--- src/rtl/ioctl_loader_bridge.sv ---
// ioctl_loader_bridge: buffers hps_io ioctl download bytes in a small FIFO and
// replays them one at a time to the PC88 core loader port.
//
// Loader handshake: the bridge loads ldr_adr/ldr_wdat and raises ldr_wr in the
// same clock edge. ldr_adr and ldr_wdat hold steady for as long as ldr_wr is high.
// The core accepts the byte with a rising edge on ldr_ack. The bridge drops
// ldr_wr on the clock edge that sees that rising edge. The core may keep ldr_ack
// high afterwards, because only the 0->1 transition is counted. The bridge
// abandons a byte if no edge arrives within ACK_TIMEOUT cycles.
module ioctl_loader_bridge #(
    parameter int         FIFO_DEPTH  = 4,
    parameter int         ADDR_W      = 19,
    parameter logic [7:0] LDR_INDEX   = 8'h00,
    parameter int         ACK_TIMEOUT = 65535
) (
    input  logic              clk_sys,
    input  logic              reset,
    input  logic              ioctl_download,
    input  logic [7:0]        ioctl_index,
    input  logic              ioctl_wr,
    input  logic [24:0]       ioctl_addr,
    input  logic [7:0]        ioctl_dout,
    output logic              ioctl_wait,
    output logic [ADDR_W-1:0] ldr_adr,
    output logic [7:0]        ldr_wdat,
    output logic              ldr_oe,
    output logic              ldr_wr,
    input  logic              ldr_ack,
    output logic              ldr_done,
    output logic [ADDR_W:0]   byte_count,
    output logic [2:0]        err_flags
);

    localparam int PTR_W = $clog2(FIFO_DEPTH);
    localparam int LVL_W = PTR_W + 1;
    localparam int ENT_W = ADDR_W + 8;
    localparam int TMR_W = $clog2(ACK_TIMEOUT + 1);
    localparam logic [TMR_W-1:0] TMR_LAST = TMR_W'(ACK_TIMEOUT - 1);
    localparam logic [LVL_W-1:0] LVL_FULL = LVL_W'(FIFO_DEPTH);
    localparam logic [LVL_W-1:0] LVL_HIGH = LVL_W'(FIFO_DEPTH - 1);

    typedef enum logic [0:0] {
        IDLE     = 1'b0,
        WAIT_ACK = 1'b1
    } state_t;

    state_t             state;
    state_t             state_nxt;

    logic [ENT_W-1:0]   fifo_mem [FIFO_DEPTH];
    logic [PTR_W-1:0]   wr_ptr;
    logic [PTR_W-1:0]   rd_ptr;
    logic [LVL_W-1:0]   level;
    logic [LVL_W-1:0]   level_nxt;
    logic [ENT_W-1:0]   head;

    logic [TMR_W-1:0]   timer;
    logic               ack_d;
    logic               dl_d;
    logic               end_pend;

    logic               index_match;
    logic               accept;
    logic               in_range;
    logic               fifo_empty;
    logic               fifo_full;
    logic               push;
    logic               pop;
    logic               ack_rise;
    logic               ack_ok;
    logic               tmo;

    assign index_match = (ioctl_index == LDR_INDEX);
    assign accept      = ioctl_download & ioctl_wr & index_match & ~ldr_done;
    assign in_range    = (ioctl_addr[24:ADDR_W] == '0);
    assign fifo_empty  = (level == '0);
    assign fifo_full   = (level == LVL_FULL);
    assign push        = accept & in_range & ~fifo_full;
    assign head        = fifo_mem[rd_ptr];
    assign ack_rise    = ldr_ack & ~ack_d;

    // FIFO occupancy after this cycle's push and pop; a simultaneous push and pop cancel
    always_comb begin
        level_nxt = level;
        if (push && !pop) begin
            level_nxt = level + LVL_W'(1);
        end else if (!push && pop) begin
            level_nxt = level - LVL_W'(1);
        end
    end

    // FIFO storage: payload only, so it needs no reset
    always_ff @(posedge clk_sys) begin
        if (push) begin
            fifo_mem[wr_ptr] <= {ioctl_addr[ADDR_W-1:0], ioctl_dout};
        end
    end

    // FIFO pointers, level and registered backpressure (one slot kept for an in-flight write)
    always_ff @(posedge clk_sys or posedge reset) begin
        if (reset) begin
            wr_ptr     <= '0;
            rd_ptr     <= '0;
            level      <= '0;
            ioctl_wait <= 1'b0;
        end else begin
            if (push) wr_ptr <= wr_ptr + PTR_W'(1);
            if (pop)  rd_ptr <= rd_ptr + PTR_W'(1);
            level      <= level_nxt;
            ioctl_wait <= (level_nxt >= LVL_HIGH);
        end
    end

    // Output FSM state register
    always_ff @(posedge clk_sys or posedge reset) begin
        if (reset) begin
            state <= IDLE;
        end else begin
            state <= state_nxt;
        end
    end

    // Output FSM next state: issue the FIFO head, then wait for an ack edge or the timeout
    always_comb begin
        state_nxt = state;
        pop       = 1'b0;
        ack_ok    = 1'b0;
        tmo       = 1'b0;
        case (state)
            IDLE: begin
                if (!fifo_empty) begin
                    pop       = 1'b1;
                    state_nxt = WAIT_ACK;
                end
            end
            WAIT_ACK: begin
                if (ack_rise) begin
                    ack_ok    = 1'b1;
                    state_nxt = IDLE;
                end else if (timer == TMR_LAST) begin
                    tmo       = 1'b1;
                    state_nxt = IDLE;
                end
            end
            default: state_nxt = IDLE;
        endcase
    end

    // Loader port, ack timer, byte counter and sticky error flags
    always_ff @(posedge clk_sys or posedge reset) begin
        if (reset) begin
            ldr_adr    <= '0;
            ldr_wdat   <= '0;
            ldr_wr     <= 1'b0;
            timer      <= '0;
            ack_d      <= 1'b0;
            byte_count <= '0;
            err_flags  <= '0;
        end else begin
            ack_d <= ldr_ack;
            if (pop) begin
                ldr_adr  <= head[ENT_W-1:8];
                ldr_wdat <= head[7:0];
                ldr_wr   <= 1'b1;
                timer    <= '0;
            end else if (ack_ok || tmo) begin
                ldr_wr <= 1'b0;
            end else if (state == WAIT_ACK) begin
                timer <= timer + TMR_W'(1);
            end
            if (ack_ok && (byte_count != '1)) begin
                byte_count <= byte_count + (ADDR_W+1)'(1);
            end
            if (tmo)                               err_flags[2] <= 1'b1;
            if (accept && !in_range)               err_flags[1] <= 1'b1;
            if (accept && in_range && fifo_full)   err_flags[0] <= 1'b1;
        end
    end

    // Session tracking: end of download, sticky done once drained, loader enable
    always_ff @(posedge clk_sys or posedge reset) begin
        if (reset) begin
            dl_d     <= 1'b0;
            end_pend <= 1'b0;
            ldr_done <= 1'b0;
            ldr_oe   <= 1'b0;
        end else begin
            dl_d <= ioctl_download;
            if (dl_d && !ioctl_download && index_match) begin
                end_pend <= 1'b1;
            end
            if (end_pend && fifo_empty && !push && (state == IDLE) && !ldr_wr) begin
                ldr_done <= 1'b1;
            end
            ldr_oe <= ((ioctl_download & index_match) | end_pend | ~fifo_empty | ldr_wr)
                      & ~ldr_done;
        end
    end

endmodule
--- config.mk ---
export PLATFORM = sky130hd
export DESIGN_NAME = ioctl_loader_bridge
export DESIGN_NICKNAME = d
export VERILOG_FILES = /design/src/rtl/ioctl_loader_bridge.sv
export SDC_FILE = /design/constraint.sdc
export NUM_CORES = 1
export LEC_CHECK = 0
export ABC_AREA = 0
export CAP_MARGIN = 20
export CELL_PAD_IN_SITES_DETAIL_PLACEMENT = 0
export CELL_PAD_IN_SITES_GLOBAL_PLACEMENT = 2
export CORE_AREA = 2 2 128 179
export DETAILED_ROUTE_END_ITERATION = 10
export DIE_AREA = 0 0 130 181
export PLACE_DENSITY = 0.75
export SETUP_SLACK_MARGIN = 0.02
export SYNTH_ARGS = -nofsm -noshare
export SYNTH_HDL_FRONTEND = slang
export SYNTH_SLANG_ARGS = --single-unit
--- constraint.sdc ---
create_clock -name clk_sys -period 2.3 [get_ports clk_sys]
set_clock_uncertainty 0.1 [all_clocks]
set_input_delay 0.345 -clock clk_sys [delete_from_list [all_inputs] [get_ports clk_sys]]
set_output_delay 0.345 -clock clk_sys [all_outputs]
set_load 0.005 [all_outputs]
==> results by group <==
Pwr
  – Tot Pwr: 9.92 mW
  – Clock Power Share: 0.288
  – Pwr/cell area: 1010 mW/mm^2
  – Leak: 3.77 nW
  – Switching pwr: 2.88 mW
  – VDD IR max: 0.000554 V
  – Sequential Power Share: 0.434
  – Switching part of the total: 0.290
  – Int Pwr: 7.04 mW
  – Combinational Power Share: 0.278

Timing
  – Slew HR: 0.678
  – Fin. Hold Viols: 0
  – Fmax: 450 MHz
  – Final setup fails: 0
  – Unrepaired setup endpoints after global routing: false
  – Fin crit share: 0.966
  – Worst hold slack: 0.203 ns
  – Worst setup margin: 0.0780 ns
  – Tmin final: 2.22 ns
  – Slew Limit Fails: 0
  – Worst-Margin Slew: 0.482 ns

Clock network
  – Cts hold-fix bufs: 0
  – Clock sinks: 189
  – TritonCTS clock tree: done
  – Root Buffer Master: clkbuf_16
  – CTS clk-pin slew, worst paths: 0.07 ns
  – Setup Buffers After CTS: 0
  – H-Tree Depth: 4
  – CTS buffer count: 17
  – Deepest clock path buffer count: 2
  – Clk Latency, worst-skew pair: 0.43 ns

Logic synthesis
  – Top FF cell, synth: edfxtp_1
  – Unique masters post-synth: 41
  – FF+latch count, synth: 189
  – Adder-Cell Fraction of Synth Area: 0.0166
  – Compound-Gate Fraction of Synth Area: 0.0219
  – Post-synthesis cell area: 0.00754 mm^2
  – Syn_nets: 574
  – Most frequent cell after synthesis: edfxtp_1
  – Top cells by area, synth: edfxtp_1, dfrtp_1, mux4_2, nand2_1, xnor2_1
  – Synth Area per Inst: 14.6 um^2
  – Mux share of post-synthesis cell area: 0.0821
  – Share of the synthesized area in the top cell type: 0.430
  – Synth Area in Simple Gates: 0.127
  – Post-synthesis sequential area ratio: 0.699
  – Leading area contributor after synthesis: edfxtp_1
  – Cells after Synth: 518
  – Asr flop ratio synth: 0.429
  – EDFF count, synth: 108
  – Yosys warns: 0
  – Main combinational cell family by area after synthesis: simple AND/OR/NAND/NOR gates
  – Post-synthesis xor/xnor area fraction: 0.0395
  – Top cells by count, synth: edfxtp_1, nand2_1, dfrtp_1, nor2_1, mux4_2

Critical path
  – Crit-path max cell delay: 0.54 ns
  – Slowest CP cell: or4b_1
  – CP required: 2.51 ns
  – Critical-path cell list: clkdlybuf4s15_1 > or4_4 > nor4_4 > nand2_2 > or4b_1 > a31o_1 > a311o_1
  – WP data arrival: 2.43 ns
  – Startpoint types: primary input
  – Crit end category: flop
  – Crit Path Category: in2reg
  – Crit Path Max Fanout: 2

Finish
  – Non-filler cells in the finished layout: 963
  – Fin util: 0.449
  – Fillers: 1974
  – Layout cells sized above 1: 0.159
  – Antenna diodes: 0
  – P&R area growth vs syn: 30.3%
  – Final #Nets: 710

Routing
  – DRC Markers: 0
  – Routed len/inst: 16.5 um
  – Via count: 4554
  – Initial DRC count: 151
  – Router iterations before antenna repair: 4
  – Post-route ant nets: 0
  – DR vias/cell: 4.73
  – Total detailed-routing wirelength: 15.9 mm

Status
  – Status: finished clean

GRT
  – Total grt overflow: 0
  – Total GRT Usage: 0.143
  – Vias in the first global route: 4892
  – Initial antenna violation count: 0
  – Largest net degree at the start of global routing: 40
  – First-pass GRT wire length: 25.9 mm

Floorplanning
  – Ports: 100
  – Initial Util: 0.345
  – Die Area: 0.0235 mm^2
  – Die W: 130 um
  – Die Height: 181 um
  – FP Rows: 64
  – Core box area: 0.0219 mm^2

Place
  – DP Cell Count: 932
  – Dpl hpwl: 11.3 mm
  – Placement Setup Slack: -0.625 ns
  – PortBufs: 99
  – GPL Wtd Cong: 0.788

Min path
  – Path type of the worst min-delay path: in2async

Flow run
  – Max-cap violations: 0
## power groups by stage
stage	sequential [mW]	combinational (mW)	clock, mW
after floorplan	4.32	1.55	0
after global placement	4.37	2.78	0
after detailed placement	4.38	2.83	0
after CTS	4.32	2.84	2.94
after global routing	4.37	3.08	3.07
final	4.31	2.76	2.86
## kinds of logic (layout without fill, tap and decap cells)
kind of cell | after synthesis | in the layout
simple gates | 204 | 204
flops | 189 | 189
xor+xnor | 34 | 34
buf+inv | 29 | 177
mux | 28 | 28
compound gates | 24 | 24
fa+ha+maj | 10 | 10
## through the flow
| stage | area [um^2] | TNS (ns) |
|---|---|---|
| 2_1_floorplan | 7560 | -0.231 |
| 3_5_place_dp | 9270 | -59.35 |
| 5_1_grt | 9830 | 0 |
| 6_report | 9830 | 0 |
| 3_3_place_gp | 9270 | -59.39 |
| 4_1_cts | 9830 | 0 |
## layout by cell type (no fill, tap or decap), types with 3 or more instances in the layout
| master | instances |
|---|---|
| a21oi_1 | 4 |
| and2_4 | 4 |
| and3_1 | 5 |
| buf_12 | 12 |
| buf_4 | 22 |
| clkbuf_16 | 17 |
| clkdlybuf4s15_1 | 5 |
| clkdlybuf4s50_1 | 91 |
| dfrtp_1 | 80 |
| edfxtp_1 | 108 |
| ha_1 | 10 |
| inv_1 | 12 |
| inv_6 | 5 |
| mux4_2 | 27 |
| nand2_1 | 104 |
| nand2b_1 | 3 |
| nand3_1 | 18 |
| nand4_1 | 19 |
| nor2_1 | 28 |
| nor3_1 | 5 |
| nor4_1 | 3 |
| o21ai_0 | 5 |
| o21bai_1 | 3 |
| xnor2_1 | 22 |
| xor2_1 | 12 |
## flip-flops by register name, summed over array words and instances, names as in the netlist, 2 cells and up
register,flops
fifo_mem,108
byte_count,20
ldr_adr,19
timer,16
ldr_wdat,8
err_flags,3
level,3
rd_ptr,2
wr_ptr,2
## path summary, 6_finish.rpt
check | startpoint | to | slack (ns) | depth (start not counted)
setup / recovery | ioctl_index[2] | ioctl_wait | 0.08 | 7
hold / removal | reset | byte_count[11] | 0.20 | 2
setup reg to reg | ldr_done | ioctl_wait | 0.23 | 5
hold reg to reg | err_flags[1] | err_flags[1] | 0.36 | 1
max in group asynchronous | reset | ldr_adr[13] | 1.34 | 3
min in group clk_sys | ioctl_index[1] | ldr_oe | 0.25 | 5
## worst max-delay path: cells and delay by family
family	cells	cell delay, ns
buf+inv	1	0.16
compound gates	2	0.46
simple gates	4	1.47
## routing by layer
layer | vias up | GRT usage | wire length [um] | share of wire
li1 | 2141 | - | - | -
met5 | - | 0 | 0 | 0
met1 | 2301 | 0.174 | 6550 | 0.41
met4 | 0 | 0.0400 | 177 | 0.011
met2 | 97 | 0.252 | 8600 | 0.54
met3 | 15 | 0.0320 | 570 | 0.036
## layout make-up
class                           count  area, um^2  share of cell area
Timing Repair Buffer              133        1390               0.141
Inverter                           13        52.6             0.00535
Clock inverter                     13         138              0.0140
Clock buffer                       18         429              0.0437
Tap cell                          297         372              0.0378
Sequential cell                   189        5270               0.536
Multi-Input combinational cell    300        2170               0.221
## repair_timing
action                                 4_1_cts  5_1_grt
gates cloned                                 0        0
gates resized for setup                     12        3
pin swaps                                    7        6
setup endpoints to repair                  108        1
endpoints found under the hold margin        0        0
(Power assumes the default switching activity.)
